**config.mk**
```make
export PLATFORM = sky130hd
export DESIGN_NAME = toggle_phase_controller
export DESIGN_NICKNAME = d
export VERILOG_FILES = /design/src/rtl/toggle_ctrl_pkg.sv /design/src/rtl/dwell_counter.sv /design/src/rtl/toggle_phase_controller.sv
export SDC_FILE = /design/constraint.sdc
export NUM_CORES = 1
export LEC_CHECK = 0
export CAP_MARGIN = 15
export CORE_UTILIZATION = 30
export CTS_CLUSTER_SIZE = 12
export DETAILED_ROUTE_END_ITERATION = 16
export PLACE_DENSITY = 0.5
export SLEW_MARGIN = 20
export SYNTH_ARGS = -nofsm -noshare
export SYNTH_HDL_FRONTEND = slang
export SYNTH_HIERARCHICAL = 1
export SYNTH_SLANG_ARGS = --single-unit
```
**constraint.sdc**
```tcl
create_clock -name clk_i -period 4 [get_ports clk_i]
set_input_delay 0.6 -clock clk_i [delete_from_list [all_inputs] [get_ports clk_i]]
set_output_delay 0.6 -clock clk_i [all_outputs]
set_load 0.02 [all_outputs]
```
**src/rtl/toggle_ctrl_pkg.sv**
```systemverilog
// Shared types and phase helpers for the toggle-path sequencer.
package toggle_ctrl_pkg;

    typedef enum logic {
        IDLE = 1'b0,
        RUN  = 1'b1
    } state_e;

    localparam logic [1:0] PHASE_A = 2'b01;
    localparam logic [1:0] PHASE_B = 2'b10;

    // Any illegal encoding recovers to PHASE_A on the next flip.
    function automatic logic [1:0] next_phase(input logic [1:0] phase);
        return (phase == PHASE_A) ? PHASE_B : PHASE_A;
    endfunction

endpackage

```
**src/rtl/dwell_counter.sv**
```systemverilog
// Loadable down-counter that holds at zero; load takes priority over count.
module dwell_counter #(
    parameter int CNT_W = 8
) (
    input  logic             clk_i,
    input  logic             rst_n_i,
    input  logic             load_i,
    input  logic [CNT_W-1:0] load_val_i,
    input  logic             en_i,
    output logic             zero_o
);

    logic [CNT_W-1:0] cnt_q, cnt_d;

    always_comb begin
        cnt_d = cnt_q;
        if (load_i) begin
            cnt_d = load_val_i;
        end else if (en_i && (cnt_q != '0)) begin
            cnt_d = cnt_q - CNT_W'(1);
        end
    end

    always_ff @(posedge clk_i) begin
        if (!rst_n_i) begin
            cnt_q <= '0;
        end else begin
            cnt_q <= cnt_d;
        end
    end

    assign zero_o = (cnt_q == '0);

endmodule

```
**src/rtl/toggle_phase_controller.sv**
```systemverilog
// Start/stop sequencer for the one-hot toggle path with per-phase dwell.
// state | meaning
// IDLE  | waiting for start; toggle_out holds its last phase
// RUN   | dwelling / flipping until num_toggles changes or stop
module toggle_phase_controller
    import toggle_ctrl_pkg::*;
#(
    parameter int CNT_W = 8
) (
    input  logic             clk_i,
    input  logic             rst_n_i,
    input  logic             start_i,
    input  logic             stop_i,
    input  logic [CNT_W-1:0] dwell_a_i,
    input  logic [CNT_W-1:0] dwell_b_i,
    input  logic [CNT_W-1:0] num_toggles_i,
    output logic [1:0]       toggle_out_o,
    output logic             latch_en_o,
    output logic             busy_o,
    output logic             done_o,
    output logic             aborted_o
);

    state_e           state_q, state_d;
    logic [1:0]       toggle_q, toggle_d;
    logic             latch_q, latch_d;
    logic             busy_q, busy_d;
    logic             done_q, done_d;
    logic             aborted_q, aborted_d;
    logic [CNT_W-1:0] tcnt_q, tcnt_d;
    logic [CNT_W-1:0] dwell_a_q, dwell_a_d;
    logic [CNT_W-1:0] dwell_b_q, dwell_b_d;
    logic [CNT_W-1:0] num_q, num_d;

    logic             dwell_zero;
    logic             dwell_load;
    logic             dwell_en;
    logic [CNT_W-1:0] dwell_load_val;

    logic             accept;
    logic             flip_due;
    logic             final_flip;
    logic             abort;
    logic             do_flip;
    logic [1:0]       phase_nxt;

    // Counter is loaded with dwell-1; a programmed 0 behaves like 1.
    function automatic logic [CNT_W-1:0] dwell_ld(input logic [CNT_W-1:0] d);
        return (d == '0) ? '0 : d - CNT_W'(1);
    endfunction

    always_comb begin
        accept     = (state_q == IDLE) && start_i;
        flip_due   = (state_q == RUN) && dwell_zero;
        final_flip = flip_due && ((tcnt_q + CNT_W'(1)) == num_q);
        abort      = (state_q == RUN) && stop_i && !final_flip;
        do_flip    = flip_due && !abort;
        phase_nxt  = next_phase(toggle_q);
    end

    dwell_counter #(
        .CNT_W (CNT_W)
    ) u_dwell_counter (
        .clk_i      (clk_i),
        .rst_n_i    (rst_n_i),
        .load_i     (dwell_load),
        .load_val_i (dwell_load_val),
        .en_i       (dwell_en),
        .zero_o     (dwell_zero)
    );

    always_ff @(posedge clk_i) begin
        if (!rst_n_i) begin
            state_q   <= IDLE;
            toggle_q  <= PHASE_A;
            latch_q   <= 1'b0;
            busy_q    <= 1'b0;
            done_q    <= 1'b0;
            aborted_q <= 1'b0;
            tcnt_q    <= '0;
            dwell_a_q <= '0;
            dwell_b_q <= '0;
            num_q     <= '0;
        end else begin
            state_q   <= state_d;
            toggle_q  <= toggle_d;
            latch_q   <= latch_d;
            busy_q    <= busy_d;
            done_q    <= done_d;
            aborted_q <= aborted_d;
            tcnt_q    <= tcnt_d;
            dwell_a_q <= dwell_a_d;
            dwell_b_q <= dwell_b_d;
            num_q     <= num_d;
        end
    end

    always_comb begin
        state_d = state_q;
        case (state_q)
            IDLE: if (start_i && (num_toggles_i != '0)) state_d = RUN;
            RUN:  if (final_flip || abort) state_d = IDLE;
            default: state_d = IDLE;
        endcase
    end

    always_comb begin
        toggle_d       = toggle_q;
        latch_d        = do_flip;
        busy_d         = (state_d == RUN);
        done_d         = final_flip || (accept && (num_toggles_i == '0));
        aborted_d      = abort;
        tcnt_d         = tcnt_q;
        dwell_a_d      = dwell_a_q;
        dwell_b_d      = dwell_b_q;
        num_d          = num_q;
        dwell_load     = 1'b0;
        dwell_load_val = '0;
        dwell_en       = (state_q == RUN) && !dwell_zero;

        if (accept) begin
            dwell_a_d      = dwell_a_i;
            dwell_b_d      = dwell_b_i;
            num_d          = num_toggles_i;
            tcnt_d         = '0;
            dwell_load     = 1'b1;
            dwell_load_val = dwell_ld((toggle_q == PHASE_A) ? dwell_a_i : dwell_b_i);
        end else if (do_flip) begin
            toggle_d = phase_nxt;
            tcnt_d   = tcnt_q + CNT_W'(1);
            if (!final_flip) begin
                dwell_load     = 1'b1;
                dwell_load_val = dwell_ld((phase_nxt == PHASE_A) ? dwell_a_q : dwell_b_q);
            end
        end
    end

    assign toggle_out_o = toggle_q;
    assign latch_en_o   = latch_q;
    assign busy_o       = busy_q;
    assign done_o       = done_q;
    assign aborted_o    = aborted_q;

endmodule

```
==> results.cfg, run 1 <==
[setup_path]
crit_type = reg -> reg
crit_fanout = 11
path_cells = or4_4 -> nor4_1 -> nand2_1 -> nor3_1 -> o211ai_1 -> a211o_1 -> nand2_1 -> nand2_1 -> or4b_2 -> nand3_1
cp_common_cell = nand2_1
slowest_stage = or4b_2
arrival_ps = 3450
cp_num_buf_inv = 0
slowest_delay_ps = 730
crit_family = simple AND/OR/NAND/NOR gates
worst-r2r-setup-slack_ps = 800
cp.required_ps = 4250
cp-start-kind = register
cp-end-kind = register

[detailed_routing]
remaining_drc_errors = 0
ant_nets = 0
viasPerCell = 4.936
drt-total-wl_mm = 7.353
drtPass1Iterations = 4
wire_per_inst_microns = 14.28
drt_iter0_drc = 87
vias = 2542

[logic_synthesis]
ys_seq_elements = 46
ys_types = 52
async_flop_share_pct = 0
seq_area_frac_synth_pct = 31.68
syn_area_per_cell_sq_um = 8.074
synth_area_sq_mm = 0.002907
yosysTopAreaCellShare_pct = 31.68
netlist_instances = 360
ys_warn_count = 6
synth-main-ff-cell = dfxtp_1
synth_nets = 395
synth_top_area_cell = dfxtp_1
synth_edf_count = 0
synth_top_cells_by_area = dfxtp_1 (32%), nand2_1 (8.1%), mux2i_1 (7.9%)

[clock_tree]
cts_setup_buffers = 0
cts_made_buffers = 5
root_buffer = clkbuf_8
clkTransAtPathRegs_ps = 90
cts_hold_buf = 0
tritoncts = yes
post_cts_resized = 0
htreeDepth = 2
cts_buffer_depth = 2
clk_latency_ps = 300
clock-sinks = 46

[timing]
rsz0062_at_grt = false
slew_headroom_pct = 29.70
period_needed_ps = 3201
final.period_utilization_pct = 80.01
setup_viol = 0
whs_ps = 466.2
fin_worst_skew_ps = 5.797
setup_ws_ps = 799.4
tightest_slew_ps = 1055
fmax_mhz = 312.4
final_hold_viol_count = 0
setup_tns_ps = 0
slew_viol_final = 0

[placement]
gp_congestion = 0.8235
io_buffers = 33
pre_cts_ws_ps = 816.6
dpl.hpwl_mm = 5.421

[global_routing]
top_usage_layer = met2
grt.met1_usage_pct = 21.68
grt_pass1_vias = 2488
antenna_found_initial = 0
gr-usage-all-layers_pct = 15.42
use_met2_pct = 24.29
grt_max_degree = 35
use_met3_pct = 2.646
grt_pass1_wl_mm = 12.25
grt-ovfl-total = 0

[floorplan]
die-area_sq_mm = 0.01009
core_area_sq_mm = 0.009328
fp.dieW_microns = 100.4
num_io_pins = 34
rows = 35
die_y_microns = 100.4
initial_core_util_pct = 31.16

[layout]
layout-drive-gt1-share_pct = 5.181
finalNetCount = 420
areaGrowthSynthToFinish_pct = 18.81
diodes = 0

[power_and_ir_drop]
p_leak_nw = 1.227
vdd_drop_max_mv = 0.1686
total_power_mw = 1.166
power.density_mw_per_mm2 = 337.6

[flow_run]
cap_violations = 0

[min_path]
hold_class = reg -> reg

[outcome]
run_status = finished clean
==> kinds of logic after synthesis <==
| group | after synthesis | synth area share, % |
|---|---|---|
| AOI/OAI and AO/OA | 79 | 19.67 |
| and+or+nand+nor | 153 | 26.13 |
| muxes | 24 | 8.308 |
| xor gates and xnor gates | 24 | 7.232 |
| DFF | 46 | 31.68 |
| adders and majority gates | 7 | 3.013 |
| buffers and inverters | 27 | 3.961 |
==> Yosys cell counts (2+ instances only) <==
cell type / number
o21a_1: 4
mux2i_1: 23
ha_1: 7
nor2_1: 23
o31ai_1: 9
nand2_1: 63
nor3_1: 9
clkbuf_1: 13
and4_1: 3
xor2_1: 11
nand2b_1: 4
buf_1: 2
nand3_1: 11
and2_1: 4
nand4_1: 4
a21oi_1: 12
a31oi_1: 4
nor3b_1: 4
buf_2: 2
inv_1: 8
a21boi_0: 25
or3_1: 4
xnor2_1: 13
nor2b_1: 5
o22ai_1: 6
dfxtp_1: 46
or4_1: 10
o21ai_0: 7
==> tightest hold or removal path, stage by stage (launching register included) <==
cell and delay (ps):
dfxtp_1 320, nand2_1 50, a21boi_0 60
==> final cells by class <==
| class | count | area (sq um) |
|---|---|---|
| clock inverter | 2 | 37.54 |
| inverter | 8 | 30.03 |
| multi-input combinational | 287 | 1871 |
| timing repair buffer | 37 | 360.3 |
| fill | 991 | 5874 |
| clock buffer | 6 | 72.57 |
| tap | 129 | 161.4 |
| sequential | 46 | 920.9 |
==> sequential cells by signal, summed over array words and instances (netlist names) <==
name                   count
aborted_o                  1
dwell_b_q                  8
tcnt_q                     8
busy_o                     1
toggle_out_o               2
num_q                      8
u_dwell_counter/cnt_q      8
latch_en_o                 1
done_o                     1
dwell_a_q                  8
==> worst paths after layout <==
kind,start,endpoint,cells after the start
setup / recovery,u_dwell_counter/cnt_q[2],u_dwell_counter/cnt_q[1],10
hold / removal,dwell_a_q[7],dwell_a_q[7],2
setup reg to reg,u_dwell_counter/cnt_q[2],u_dwell_counter/cnt_q[1],10
hold reg to reg,dwell_a_q[7],dwell_a_q[7],2
==> power breakdown <==
part	switching (mW)	leakage (nW)	total (mW)	internal (mW)
sequential	0.0253	0.376	0.510	0.485
combinational	0.167	0.800	0.304	0.137
clock	0.165	0.0514	0.352	0.187
total	0.357	1.23	1.17	0.809
==> layout by cell type, fill, tap and decap left out, types with 3 or more instances in the layout <==
cell and n:
a31oi_1 4, xor2_1 11, mux2i_1 23, or4_1 10, nor2_1 23, o21ai_0 7
buf_4 4, dfxtp_1 46, nor3_1 9, ha_1 7, inv_1 8, a21oi_1 12
xnor2_1 13, o21a_1 4, clkbuf_8 5, a21boi_0 25, nand2b_1 4, clkdlybuf4s50_1 33
and2_1 4, nand3_1 11, and4_1 3, or3_1 4, o22ai_1 6, nand2_1 63
nand4_1 4, o31ai_1 9, nor3b_1 4, nor2b_1 5
==> metal layers <==
| layer | share of wire (%) | vias up |
|---|---|---|
| li1 | - | 1328 |
| met1 | 52 | 1165 |
| met2 | 44 | 41 |
| met3 | 2.7 | 8 |
| met4 | 1.4 | 0 |
| met5 | 0 | - |
==> per-stage QoR <==
step | cells | instance area, sq um | utilization (%)
after floorplan | 360 | 2907 | -
after global placement | 507 | 3343 | 35.84
after detailed placement | 507 | 3343 | 35.84
after CTS | 515 | 3453 | 37.02
after global routing | 515 | 3453 | 37.02
final | 515 | 3453 | 37.02
(Power assumes the default switching activity.)
==> inputs of run 2 (changes only) <==
Settings changed: PLACE_DENSITY 0.5 to 0.52.
Clock period 4 ns to 2.6 ns, I/O delays scaled along.
==> results.cfg, run 2 (synthesis gave the netlist of run 1 again) <==
[global_routing]
grt_max_degree = 26
grt-ovfl-total = 0
grt_pass1_wl_mm = 12.56
grt_pass1_vias = 2629
antenna_found_initial = 0
gr-usage-all-layers_pct = 15.64

[setup_path]
cp_num_buf_inv = 0
slowest_stage = or4_4
reg2regPathDepth = 10
crit_type = reg -> reg
slowest_delay_ps = 540
cp-start-kind = register
arrival_ps = 2820
cp.required_ps = 2850
cp_common_cell = nand2_1
crit_family = simple AND/OR/NAND/NOR gates
worst-r2r-setup-slack_ps = 20
reg2reg_to = u_dwell_counter/cnt_q[1]
cp-end-kind = register
crit_fanout = 6
path_cells = or4_4 -> nor4_4 -> nand2_1 -> nor3_2 -> o211ai_1 -> a211o_1 -> nand2_1 -> nand2_2 -> or4b_4 -> nand3_1
r2r_start = u_dwell_counter/cnt_q[3]

[power_and_ir_drop]
power.density_mw_per_mm2 = 492.8
netSwitchingFraction_pct = 30.66
netSwitchingPower_mw = 0.5750
vdd_drop_max_mv = 0.2347
p_leak_nw = 1.410
seqPwrFrac_pct = 41.6
total_power_mw = 1.876
p_int_mw = 1.301
power_frac_comb_pct = 29.5
clkPwrFrac_pct = 28.9

[detailed_routing]
viasPerCell = 4.940
wire_per_inst_microns = 13.89
vias = 2702
drtPass1Iterations = 4
remaining_drc_errors = 0
drt_iter0_drc = 75
drt-total-wl_mm = 7.596
ant_nets = 0

[min_path]
hold_class = reg -> reg
timing.hold.worst_endpoint = dwell_b_q[2]
hold_depth = 2
worstHoldStart = dwell_b_q[2]

[layout]
final_cells = 547
final_common_cell = nand2_1
finalNetCount = 452
final_cell_mix = nand2_1 (62), dfxtp_1 (44), clkdlybuf4s50_1 (33)
diodes = 0
layout-drive-gt1-share_pct = 16.75
areaGrowthSynthToFinish_pct = 30.95
fillCellCount = 973

[placement]
dp.cells = 537
dpl.hpwl_mm = 5.780
io_buffers = 33
gp_congestion = 0.8336
pre_cts_ws_ps = -155.0

[timing]
period_needed_ps = 2577
slew_headroom_pct = 62.03
rsz0062_at_grt = true
setup_viol = 0
slew_viol_final = 0
final_hold_viol_count = 0
fin_worst_skew_ps = 9.664
whs_ps = 467.7
setup_tns_ps = 0
final.period_utilization_pct = 99.10
setup_ws_ps = 23.28
tightest_slew_ps = 567.7
fmax_mhz = 388.1

[outcome]
run_status = finished clean

[floorplan]
die_y_microns = 100.4
rows = 35
die-area_sq_mm = 0.01009
num_io_pins = 34
fp.dieW_microns = 100.4
core_area_sq_mm = 0.009328
initial_core_util_pct = 31.16

[clock_tree]
tritoncts = yes
clock-sinks = 46
cts_hold_buf = 0
cts_made_buffers = 5
clkTransAtPathRegs_ps = 90
clk_latency_ps = 300
root_buffer = clkbuf_8
htreeDepth = 2
cts_buffer_depth = 2

[flow_run]
cap_violations = 0
==> run 2: changes by cell type in the layout (fill, tap and decap cells not counted), moves of 3 or more <==
cell and delta:
buf_4 +28, a21oi_1 -4, a21oi_2 +4, o21ai_0 -4, or4_1 -3, or4_4 +3
==> run 2: repair_timing <==
| item | 4_1_cts | 5_1_grt |
|---|---|---|
| pin swaps | 11 | 7 |
| cloned | 0 | 1 |
| buffers inserted | 1 | 0 |
| endpoints found under the setup margin | 14 | 14 |
| gates resized for setup | 15 | 8 |
==> run 2: routing by layer <==
metal / vias up / wire length (microns) / share of wire (%) / track usage, %
met5: - / 0 / 0 / 0
met3: 8 / 186 / 2.4 / 2.507
met4: 0 / 110 / 1.4 / 4.125
li1: 1394 / - / - / -
met1: 1263 / 3902 / 51 / 21.60
met2: 37 / 3397 / 45 / 25.24
==> run 2: how the worst max path moves through the flow <==
stage | startpoint | end | cells after the start
finish | u_dwell_counter/cnt_q[3] | u_dwell_counter/cnt_q[1] | 10
global route | u_dwell_counter/cnt_q[3] | u_dwell_counter/cnt_q[2] | 12
CTS | u_dwell_counter/cnt_q[3] | u_dwell_counter/cnt_q[1] | 10
detailed placement | u_dwell_counter/cnt_q[5] | u_dwell_counter/cnt_q[7] | 12
global placement | u_dwell_counter/cnt_q[5] | u_dwell_counter/cnt_q[6] | 12
floorplan | u_dwell_counter/cnt_q[5] | u_dwell_counter/cnt_q[2] | 13
==> run 2: layout make-up <==
| type | count | area [sq um] | area share [%] |
|---|---|---|---|
| multi-input cells | 288 | 1959 | 51.48 |
| flip-flops and latches | 46 | 923.4 | 24.26 |
| repair buffers | 68 | 621.8 | 16.34 |
| well taps | 129 | 161.4 | 4.241 |
| clock buffers | 6 | 72.57 | 1.907 |
| clock inverters | 2 | 37.54 | 0.9862 |
| inverters | 8 | 30.03 | 0.7890 |
==> run 2: power groups by stage <==
stage          combinational, mW  clock (mW)  sequential (mW)
3_3_place_gp               0.533           0            0.795
4_1_cts                    0.551       0.568            0.780
6_report                   0.553       0.543            0.780
2_1_floorplan              0.337           0            0.796
3_5_place_dp               0.538           0            0.796
5_1_grt                    0.609       0.595            0.787
==> run 2: metrics by stage <==
stage          area (sq um)  util (%)
3_3_place_gp           3612     38.73
5_1_grt                3806     40.80
2_1_floorplan          2927         -
6_report               3806     40.80
4_1_cts                3766     40.38
3_5_place_dp           3612     38.73
==> run 2: worst min-delay path: stages (launching register included) <==
cell and delay, ps:
dfxtp_1 320, nand2_1 50, a21boi_0 60
==> inputs of run 3 (changes only) <==
Clock period 2.6 ns to 3 ns, I/O delays scaled along.
==> results.cfg, run 3 (synthesis gave the netlist of run 1 again) <==
[outcome]
run_status = finished clean

[setup_path]
crit_type = reg -> reg
reg2reg_to = u_dwell_counter/cnt_q[1]
worst-r2r-setup-slack_ps = 160
arrival_ps = 3090
slowest_delay_ps = 670
slowest_stage = or4b_2
cp-end-kind = register
crit_fanout = 5
reg2regPathDepth = 10
cp_common_cell = nand2_2
cp.required_ps = 3250
crit_start = u_dwell_counter/cnt_q[3]
path_cells = or4_4 -> nor4_4 -> nand2_2 -> nor3_2 -> o211ai_1 -> a211o_1 -> nand2_2 -> nand2_1 -> or4b_2 -> nand3_1
r2r_start = u_dwell_counter/cnt_q[3]
cp-start-kind = register

[placement]
io_buffers = 33
pre_cts_ws_ps = 28.35
dp.cells = 514
dpl.hpwl_mm = 5.482
dpl_cell_area_sq_mm = 0.003396
gp_congestion = 0.8067

[detailed_routing]
drt_iter0_drc = 89
wire_per_inst_microns = 14.15
drtPass1Iterations = 4
drt-total-wl_mm = 7.398
remaining_drc_errors = 0
viasPerCell = 4.992
ant_nets = 0
vias = 2611

[global_routing]
grt_pass1_vias = 2534
grt-ovfl-total = 0
antenna_found_initial = 0
grt_pass1_wl_mm = 12.56
gr-usage-all-layers_pct = 15.91
grt_max_degree = 37

[floorplan]
initial_core_util_pct = 31.16
die-area_sq_mm = 0.01009
num_io_pins = 34
fp.dieW_microns = 100.4
die_y_microns = 100.4
rows = 35
core_area_sq_mm = 0.009328

[layout]
final_common_cell = nand2_1
final_cell_mix = nand2_1 (61), dfxtp_1 (46), clkdlybuf4s50_1 (33)
diodes = 0
areaGrowthSynthToFinish_pct = 20.92
fin_area_sq_mm = 0.003515
final_cells = 523
final_core_util_pct = 37.68
fillCellCount = 991
layout-drive-gt1-share_pct = 8.122
finalNetCount = 428

[min_path]
hold_depth = 2
timing.hold.worst_endpoint = dwell_a_q[2]
worstHoldStart = dwell_a_q[2]
hold_class = reg -> reg

[clock_tree]
clk_latency_ps = 300
tritoncts = yes
htreeDepth = 2
clock-sinks = 46
root_buffer = clkbuf_8
cts_made_buffers = 5
clkTransAtPathRegs_ps = 90
cts_buffer_depth = 2

[timing]
setup_viol = 0
rsz0062_at_grt = false
slew_headroom_pct = 61.93
setup_ws_ps = 155.5
final_hold_viol_count = 0
period_needed_ps = 2845
setup_tns_ps = 0
whs_ps = 466.7
fmax_mhz = 351.6
fin_worst_skew_ps = 4.976
tightest_slew_ps = 571.0
final.period_utilization_pct = 94.82
slew_viol_final = 0

[power_and_ir_drop]
p_leak_nw = 1.265
total_power_mw = 1.505
vdd_drop_max_mv = 0.1554
power.density_mw_per_mm2 = 428.2

[flow_run]
cap_violations = 0
==> run 3: power breakdown <==
group | leakage, nW | internal [mW] | switching, mW
Sequential | 0.376 | 0.646 | 0.0337
Clock | 0.0452 | 0.165 | 0.228
Combinational | 0.844 | 0.201 | 0.231
==> run 3: layout make-up <==
class	instances	area, sq um	area share [%]
inverter	8	30.03	0.8544
multi-input combinational	287	1896	53.93
sequential	46	920.9	26.20
timing repair buffer	45	420.4	11.96
clock buffer	6	72.57	2.065
tap	129	161.4	4.592
clock inverter	2	13.76	0.3916
==> run 3: worst max-delay path by stage <==
stage / end / slack [ps] / cells past startpoint
2_1_floorplan: u_dwell_counter/cnt_q[1] / 220 / 10
3_3_place_gp: u_dwell_counter/cnt_q[1] / 150 / 10
3_5_place_dp: u_dwell_counter/cnt_q[1] / 30 / 10
4_1_cts: u_dwell_counter/cnt_q[1] / 5 / 10
5_1_grt: u_dwell_counter/cnt_q[1] / 30 / 10
6_report: u_dwell_counter/cnt_q[1] / 160 / 10
==> run 3: metal layers <==
metal | vias up | wire (microns) | track usage, %
li1 | 1346 | - | -
met1 | 1216 | 3794 | 21.43
met2 | 37 | 3280 | 25.50
met3 | 12 | 166 | 2.646
met4 | 0 | 157 | 5.909
met5 | - | 0 | 0
==> run 3: worst max-delay path, delay by kind of cell, from the launching register on <==
family,cells,cell delay [ps]
AO/OA/AOI/OAI,2,480
flip-flops,1,340
AND/OR/NAND/NOR,8,1970
==> run 3: repair_timing <==
item,CTS,global route
gates resized for setup,0,5
hold buffers,0,0
setup endpoints to repair,0,13
buffers inserted,0,1
